`config.mk`:
```
export PLATFORM = sky130hd
export DESIGN_NAME = i2s_encoder
export DESIGN_NICKNAME = d
export VERILOG_FILES = /design/src/rtl/i2s_encoder.sv
export SDC_FILE = /design/constraint.sdc
export NUM_CORES = 1
export LEC_CHECK = 0
export BUFFER_PORTS_ARGS = -buffer_cell sky130_fd_sc_hd__buf_4
export CAP_MARGIN = 20
export CORE_ASPECT_RATIO = 0.7
export CORE_MARGIN = 1.5
export CORE_UTILIZATION = 38
export DETAILED_ROUTE_END_ITERATION = 8
export HOLD_SLACK_MARGIN = 0.15
export PLACE_DENSITY = 0.65
export SLEW_MARGIN = 25
export SYNTH_ARGS = -nofsm -noshare
export SYNTH_HDL_FRONTEND = slang
export SYNTH_SLANG_ARGS = --single-unit
```
`constraint.sdc`:
```
create_clock -name clk_60MHz -period 1.85 [get_ports clk_60MHz]
set_input_delay 0.0925 -clock clk_60MHz [delete_from_list [all_inputs] [get_ports clk_60MHz]]
set_output_delay 0.0925 -clock clk_60MHz [all_outputs]
set_load 0.05 [all_outputs]
```
`src/rtl/i2s_encoder.sv`:
```
// i2s_encoder: single-clock Philips-format I2S transmitter.
// Derives SCK/WS/SD from clk_60MHz and serializes stereo sample pairs
// delivered through a one-entry valid/ready holding buffer.
//
// Ports
//   clk_60MHz   in   clock, all state updates on its rising edge
//   rst         in   synchronous active-high reset
//   enable      in   1 = run, 0 = idle (serial outputs held low)
//   l_data      in   left sample, DATAWIDTH bits, sent MSB first
//   r_data      in   right sample, DATAWIDTH bits, sent MSB first
//   data_valid  in   l_data/r_data pair is valid
//   data_ready  out  holding buffer empty; pair moves on valid & ready
//   sck         out  bit clock
//   ws          out  word select, 0 = left, 1 = right
//   sd          out  serial data
//   frame_start out  one-cycle pulse when the left MSB is driven
//   underrun    out  one-cycle pulse when a frame starts with no pair buffered
//
// state  | meaning
// S_IDLE | enable low: sck/ws/sd held 0, divider and bit position parked
// S_RUN  | enable high: divider running, one bit per falling SCK

module i2s_encoder #(
   parameter int DATAWIDTH = 24,
   parameter int SLOT_BITS = 32,
   parameter int CLK_DIV   = 20
) (
   input  logic                 clk_60MHz,
   input  logic                 rst,
   input  logic                 enable,
   input  logic [DATAWIDTH-1:0] l_data,
   input  logic [DATAWIDTH-1:0] r_data,
   input  logic                 data_valid,
   output logic                 data_ready,
   output logic                 sck,
   output logic                 ws,
   output logic                 sd,
   output logic                 frame_start,
   output logic                 underrun
);

   localparam int FRAME_BITS = 2 * SLOT_BITS;
   localparam int DIV_W      = $clog2(CLK_DIV);
   localparam int P_W        = $clog2(FRAME_BITS);

   localparam logic [DIV_W-1:0] DIV_LAST = DIV_W'(CLK_DIV - 1);
   localparam logic [P_W-1:0]   P_LAST   = P_W'(FRAME_BITS - 1);
   localparam logic [P_W-1:0]   WS_FIRST = P_W'(SLOT_BITS - 1);
   localparam logic [P_W-1:0]   WS_LAST  = P_W'(FRAME_BITS - 2);

   typedef enum logic {S_IDLE, S_RUN} state_t;

   state_t                state_q;
   logic [DIV_W-1:0]      div_cnt_q;
   logic [P_W-1:0]        p_q;
   logic [P_W-1:0]        p_d;
   logic [FRAME_BITS-1:0] sr_q;
   logic [FRAME_BITS-1:0] load_d;
   logic [DATAWIDTH-1:0]  buf_l_q;
   logic [DATAWIDTH-1:0]  buf_r_q;
   logic                  buf_full_q;
   logic                  buf_full_d;
   logic                  sck_q;
   logic                  ws_q;
   logic                  sd_q;
   logic                  frame_start_q;
   logic                  underrun_q;
   logic                  data_ready_q;
   logic                  accept;
   logic                  fall_evt;
   logic                  load_evt;
   logic [SLOT_BITS-1:0]  slot_l;
   logic [SLOT_BITS-1:0]  slot_r;

   assign accept   = data_valid & data_ready_q;
   assign fall_evt = (state_q == S_RUN) && enable && (div_cnt_q == DIV_LAST) && sck_q;
   assign p_d      = (p_q == P_LAST) ? '0 : p_q + 1'b1;
   assign load_evt = fall_evt && (p_d == '0);

   // Sample left-justified in its slot, padding bits trail the LSB.
   assign slot_l = SLOT_BITS'(buf_l_q) << (SLOT_BITS - DATAWIDTH);
   assign slot_r = SLOT_BITS'(buf_r_q) << (SLOT_BITS - DATAWIDTH);
   assign load_d = buf_full_q ? {slot_l, slot_r} : '0;

   // A frame load sees the pre-accept buffer state, so an accept on the
   // same edge as an empty-buffer load still lands for the next frame.
   always_comb begin
      buf_full_d = buf_full_q;
      if (load_evt && buf_full_q) begin
         buf_full_d = 1'b0;
      end else if (accept) begin
         buf_full_d = 1'b1;
      end
   end

   always_ff @(posedge clk_60MHz) begin
      if (rst) begin
         state_q       <= S_IDLE;
         div_cnt_q     <= '0;
         p_q           <= P_LAST;
         sr_q          <= '0;
         buf_l_q       <= '0;
         buf_r_q       <= '0;
         buf_full_q    <= 1'b0;
         data_ready_q  <= 1'b1;
         sck_q         <= 1'b0;
         ws_q          <= 1'b0;
         sd_q          <= 1'b0;
         frame_start_q <= 1'b0;
         underrun_q    <= 1'b0;
      end else begin
         if (accept) begin
            buf_l_q <= l_data;
            buf_r_q <= r_data;
         end
         buf_full_q    <= buf_full_d;
         data_ready_q  <= ~buf_full_d;
         frame_start_q <= 1'b0;
         underrun_q    <= 1'b0;

         case (state_q)
            S_IDLE: begin
               sck_q     <= 1'b0;
               ws_q      <= 1'b0;
               sd_q      <= 1'b0;
               div_cnt_q <= '0;
               p_q       <= P_LAST;
               if (enable) begin
                  state_q <= S_RUN;
               end
            end
            S_RUN: begin
               if (!enable) begin
                  state_q   <= S_IDLE;
                  sck_q     <= 1'b0;
                  ws_q      <= 1'b0;
                  sd_q      <= 1'b0;
                  div_cnt_q <= '0;
                  p_q       <= P_LAST;
                  sr_q      <= '0;
               end else if (div_cnt_q == DIV_LAST) begin
                  div_cnt_q <= '0;
                  sck_q     <= ~sck_q;
                  if (sck_q) begin
                     p_q  <= p_d;
                     ws_q <= (p_d >= WS_FIRST) && (p_d <= WS_LAST);
                     if (p_d == '0) begin
                        sr_q          <= load_d;
                        sd_q          <= load_d[FRAME_BITS-1];
                        frame_start_q <= 1'b1;
                        underrun_q    <= ~buf_full_q;
                     end else begin
                        // sr_q[MSB] is already on sd; the next bit sits below it.
                        sr_q <= sr_q << 1;
                        sd_q <= sr_q[FRAME_BITS-2];
                     end
                  end
               end else begin
                  div_cnt_q <= div_cnt_q + 1'b1;
               end
            end
            default: state_q <= S_IDLE;
         endcase
      end
   end

   assign data_ready  = data_ready_q;
   assign sck         = sck_q;
   assign ws          = ws_q;
   assign sd          = sd_q;
   assign frame_start = frame_start_q;
   assign underrun    = underrun_q;

endmodule
```
# Yosys cells after proc, flatten, opt, wreduce, memory -nomap -nowiden
# Index checks and enable logic that the tools add are counted.
op_classes:
  n_addsub: 2
  n_lt_le_gt_ge: 2
  eq_ne: 6
  n_mux: 29
  bitwise: 8
  n_reduce_logical: 11
op_table:
  columns: ["operator", "count"]
  rows:
  - ["2-to-1 mux 63 bit", 4]
  - ["2-to-1 mux 64 bit", 1]
  - ["2-to-1 mux 6 bit", 4]
  - ["2-to-1 mux 1 bit", 13]
  - ["one-hot mux 6 bit (2 select lines)", 1]
  - ["2-to-1 mux 5 bit", 2]
  - ["one-hot mux 5 bit (2 select lines)", 1]
  - ["inverter 1 bit", 7]
  - ["adder 6 x 1 -> 6 bit, second input constant", 1]
  - ["equality test 6 bit, second input constant", 1]
  - ["greater-or-equal comparator 6 x 5 -> 1 bit, second input constant", 1]
  - ["<= comparator 6 bit, second input constant", 1]
  - ["logical AND 1 bit", 6]
  - ["logical NOT 6 bit", 1]
  - ["!= test 3 x 2 -> 1 bit, second input constant", 2]
  - ["one-hot mux 1 bit (2 select lines)", 3]
  - ["OR reduction 6 bit", 1]
  - ["adder 5 x 1 -> 5 bit, second input constant", 1]
  - ["equality test 5 bit, second input constant", 1]
  - ["OR reduction 5 bit", 1]
  - ["!= test 2 x 1 -> 1 bit, second input constant", 2]
  - ["AND reduction 3 bit", 1]
  - ["AND reduction 2 bit", 1]
  - ["bitwise AND 1 bit", 1]
totals:
  reg_bits: 130
  inputBits: 52
  output_inout_bits: 6
  word_cells: 71

# Logic depth before layout (Yosys ltp)
logic_depth:
  word_depth: 8
  ltp_mapped: 8

# Least setup slack after synthesis
# Ideal clock, no wire load.
synth_timing:
  kind: "reg2reg"
  start: "register sck_q, in the netlist sck"
  end: "register sr_q[42]"
  setup_time_ps: 117
  arrival_ps: 1771
  path_slack_ps: -38
  path_stages_with_launch: 8
  period_less_slack_ps: 1888
  path_cell_list: "dfxtp_1 -> inv_1 -> o21ai_0 -> a21oi_1 -> buf_2 -> buf_2 -> nand2_1 -> nand2_1"
synth_between:
  elab_chain_len: 2
synth_lines:
  columns: ["element", "line_no", "source"]
  rows:
  - ["start: declaration", "63", "logic sck_q;"]
  - ["start signal: assignment", "143", "sck_q <= ~sck_q;"]
  - ["!= test 2 x 1 -> 1 bit (no line)", null, null]
  - ["AND reduction 3 bit (no line)", null, null]
  - ["end signal: assignment", "148", "sr_q <= load_d;"]
  - ["end signal: assignment", "154", "sr_q <= sr_q << 1;"]
  - ["end: declaration", "57", "logic [FRAME_BITS-1:0] sr_q;"]
# Every way passes these cells.
# A chain may end at the register's enable or synchronous reset.

# Worst setup path in the final report
layout_timing:
  start: "register p_q[3]"
  end: "register sr_q[60]"
layout_between:
  elab_chain_len: 7
  word_cells_on_any_way: 8
  cone_classes: "1 x add/sub; 1 x eq/ne; 5 x mux; 1 x reduce/logical"
layout_lines:
  columns: ["element", "line_no", "source"]
  rows:
  - ["start: declaration", "55", "logic [P_W-1:0] p_q;"]
  - ["start signal: assignment", "145", "p_q <= p_d;"]
  - ["adder 6 x 1 -> 6 bit / equality test 6 bit (equally long branches)", "77", "assign p_d = (p_q == P_LAST) ? '0 : p_q + 1'b1;"]
  - ["2-to-1 mux 6 bit (*)", "77", null]
  - ["logical NOT 6 bit (*)", "147", "if (p_d == '0) begin"]
  - ["2-to-1 mux 63 bit (*)", "147", null]
  - ["2-to-1 mux 63 bit (*)", "144", "if (sck_q) begin"]
  - ["2-to-1 mux 63 bit (*)", "141", "end else if (div_cnt_q == DIV_LAST) begin"]
  - ["2-to-1 mux 63 bit (*)", "133", "if (!enable) begin"]
# Mark *: on every way between the ends. The rest lies on a longest branch, timed or not. The select of a mux whose other input is x is not followed.

==> results.toml <==
[synth]
postSynth.asyncResetShare_pct = 0
yosysSeqAreaShare_pct = 53.0
yosysTopAreaCell = "dfxtp_1"
synthCells = 551
yosysUniqueCellTypes = 39
synth_seq_cells = 122
synthTopCellsByArea = "dfxtp_1 53%, nand2_1 17%, a22oi_1 9.0%, a21oi_1 5.7%, nor2_1 1.5%"
syn-num-nets = 607
synth_most_common_cell = "nand2_1"
yosys.area.top_type_share_pct = 53.0
synth_flop_cell = "dfxtp_1"
synth-edff-count = 0
syn_area_mm2 = 0.00460
synth_warnings = 0
synth_area_per_cell_um2 = 8.36
ys_top_cells_by_count = "207 x nand2_1, 122 x dfxtp_1, 55 x a22oi_1"

[global_route]
grt_max_degree = 59
gr-usage-all-layers_pct = 18.3
antenna_found_initial = 0
met2_usage_pct = 28.4
met1_usage_pct = 23.9
top_usage_layer = "met2"
gr-usage-met3_pct = 5.69
grt_pass1_wl_mm = 18.0
grt_overflow = 0
grt_pass1_vias = 3790

[placed_design]
io_buffers = 57
placed_cells = 750
hpwlAfterDp_mm = 6.63
place_ws_ns = -0.0279
place.gp.congestion = 0.822

[sta]
fin_skew_ns = 0.00620
slew_headroom_pct = 57.5
post-route-period-util_pct = 96.5
setup_ws_ns = 0.0645
max_freq_ghz = 0.560
hold_violations = 0
fin_crit_ns = 1.79
maxSlewViolCount = 0
finalSetupViolCount = 0
rsz0062_at_grt = "true"
tightest_slew_ns = 0.638

[hold_path]
min_path_type = "in -> reg"
hold_depth = 4

[clocking]
insertion_delay_ns = 0.42
clock_sinks = 122
clockBufferDepth = 2
cts_max_level = 4
clock_tree.root_cell = "clkbuf_16"
path_clk_slew_ns = 0.06
cts_buffers = 17
cts_tree = "yes"

[worst_setup_path]
critPathMaxFanout = 12
critical_path_class = "reg -> reg"
arrival_ns = 2.09
path_cells = "buf_4, and3_1, o2111ai_4, nor3_4, buf_4, buf_12, a22oi_1, nand2_1"
r2r_cells = 8
crit_path_top_delay_cell = "dfxtp_2"
required_ns = 2.15
crit_path_max_incr_delay_ns = 0.35
critPathCaptureType = "flop"
crit_path_frequent_cell = "buf_4"
critPathLaunchType = "flop"

[die]
dieArea_mm2 = 0.0128
ioPinCount = 58
coreArea_mm2 = 0.0118
initial_core_util_pct = 39.1
dieHeight_um = 95.1
die_w_um = 135
rows = 33

[final_layout]
n_antenna_cell = 0
drive_gt1_share_pct = 19.4
final_cells = 836
nets = 722
area_delta_synth_final_pct = 42.2

[run]
cap_violations = 0

[route]
num_vias = 4122
ant_nets = 0
drtIter0Drc = 253
routed_via_density = 4.93
routedWlPerCell_um = 13.3
first_pass_iters = 5
drc = 0
wl_mm = 11.1

[power_and_ir_drop]
leakage_nw = 2.75
p_per_area_mw_per_mm2 = 1040
ir_drop_mv = 0.664

[outcome]
status = "finished, final reports clean"
[final timing paths]
check,from,end,slack (ns)
setup / recovery,p_q[3],sr_q[60],0.06
hold / removal,data_valid,buf_r_q[8],0.21
setup reg to reg,p_q[3],sr_q[60],0.06
hold reg to reg,sr_q[50],sr_q[50],0.43
[layer usage]
metal / up-vias / wire, µm
met5: - / 0
met4: 0 / 172
met3: 16 / 519
met2: 103 / 5020
met1: 1897 / 5430
li1: 2106 / -
[placed cells by master, fill, tap and decap left out, types with 6 or more instances in the layout]
cell and count:
inv_1 6, a21oi_1 51, dlygate4sd3_1 50, clkbuf_16 18, a22oi_1 55, nand2_1 205
dfxtp_1 118, buf_4 74, o21ai_0 8, nor2_1 18
[worst max-delay path, delay by kind of cell, from the launching register on]
family	cells	cell delay (ns)
simple gates	3	0.37
buf+inv	3	0.47
compound gates	2	0.48
flops	1	0.35
[report_power, final]
part / switching [mW] / total [mW] / internal [mW]
clock: 1.22 / 3.62 / 2.40
sequential: 0.0454 / 2.75 / 2.70
combinational: 0.205 / 0.422 / 0.218
[sequential cells by signal, indices dropped and copies added (netlist names), 5 cells and up]
| register | flops |
|---|---|
| div_cnt_q | 5 |
| buf_r_q | 24 |
| buf_l_q | 24 |
| sr_q | 55 |
| p_q | 6 |
[layout make-up]
| type | count | area (µm²) |
|---|---|---|
| clock inverters | 14 | 218 |
| multi-input cells | 388 | 2040 |
| clock buffers | 18 | 429 |
| inverters | 6 | 22.5 |
| flip-flops and latches | 122 | 2450 |
| fillers | 1048 | 5220 |
| well taps | 157 | 196 |
| repair buffers | 131 | 1200 |
[repair_timing]
item | in CTS | in global routing
gates resized for setup | 8 | 4
pin swaps | 4 | 2
endpoints found under the setup margin | 42 | 50
hold buffers | 50 | 0
cloned | 1 | 1
setup buffers | 2 | 0
hold endpoints to repair | 59 | 0
[cell families after synthesis]
logic type | after synthesis | synth area share [%]
compound gates | 133 | 19.2
xor+xnor | 2 | 0.381
simple gates | 247 | 21.7
fa+ha+maj | 4 | 1.09
mux | 2 | 0.462
flops | 122 | 53.0
buf+inv | 41 | 4.16
[through the flow]
step                      hold slack (ns)  setup TNS [ns]  power [mW]  instance area, µm²  utilization (%)
after global routing                0.213          -0.204        7.02                6550             55.6
after detailed placement            0.350         -0.0820        3.14                5280             44.8
after floorplan                     0.207               0        2.97                4610                -
after CTS                           0.184               0        6.84                6500             55.3
final                               0.206               0        6.78                6550             55.6
after global placement              0.340               0        3.13                5280             44.8
Note: power is estimated with default switching activity, not from simulation.
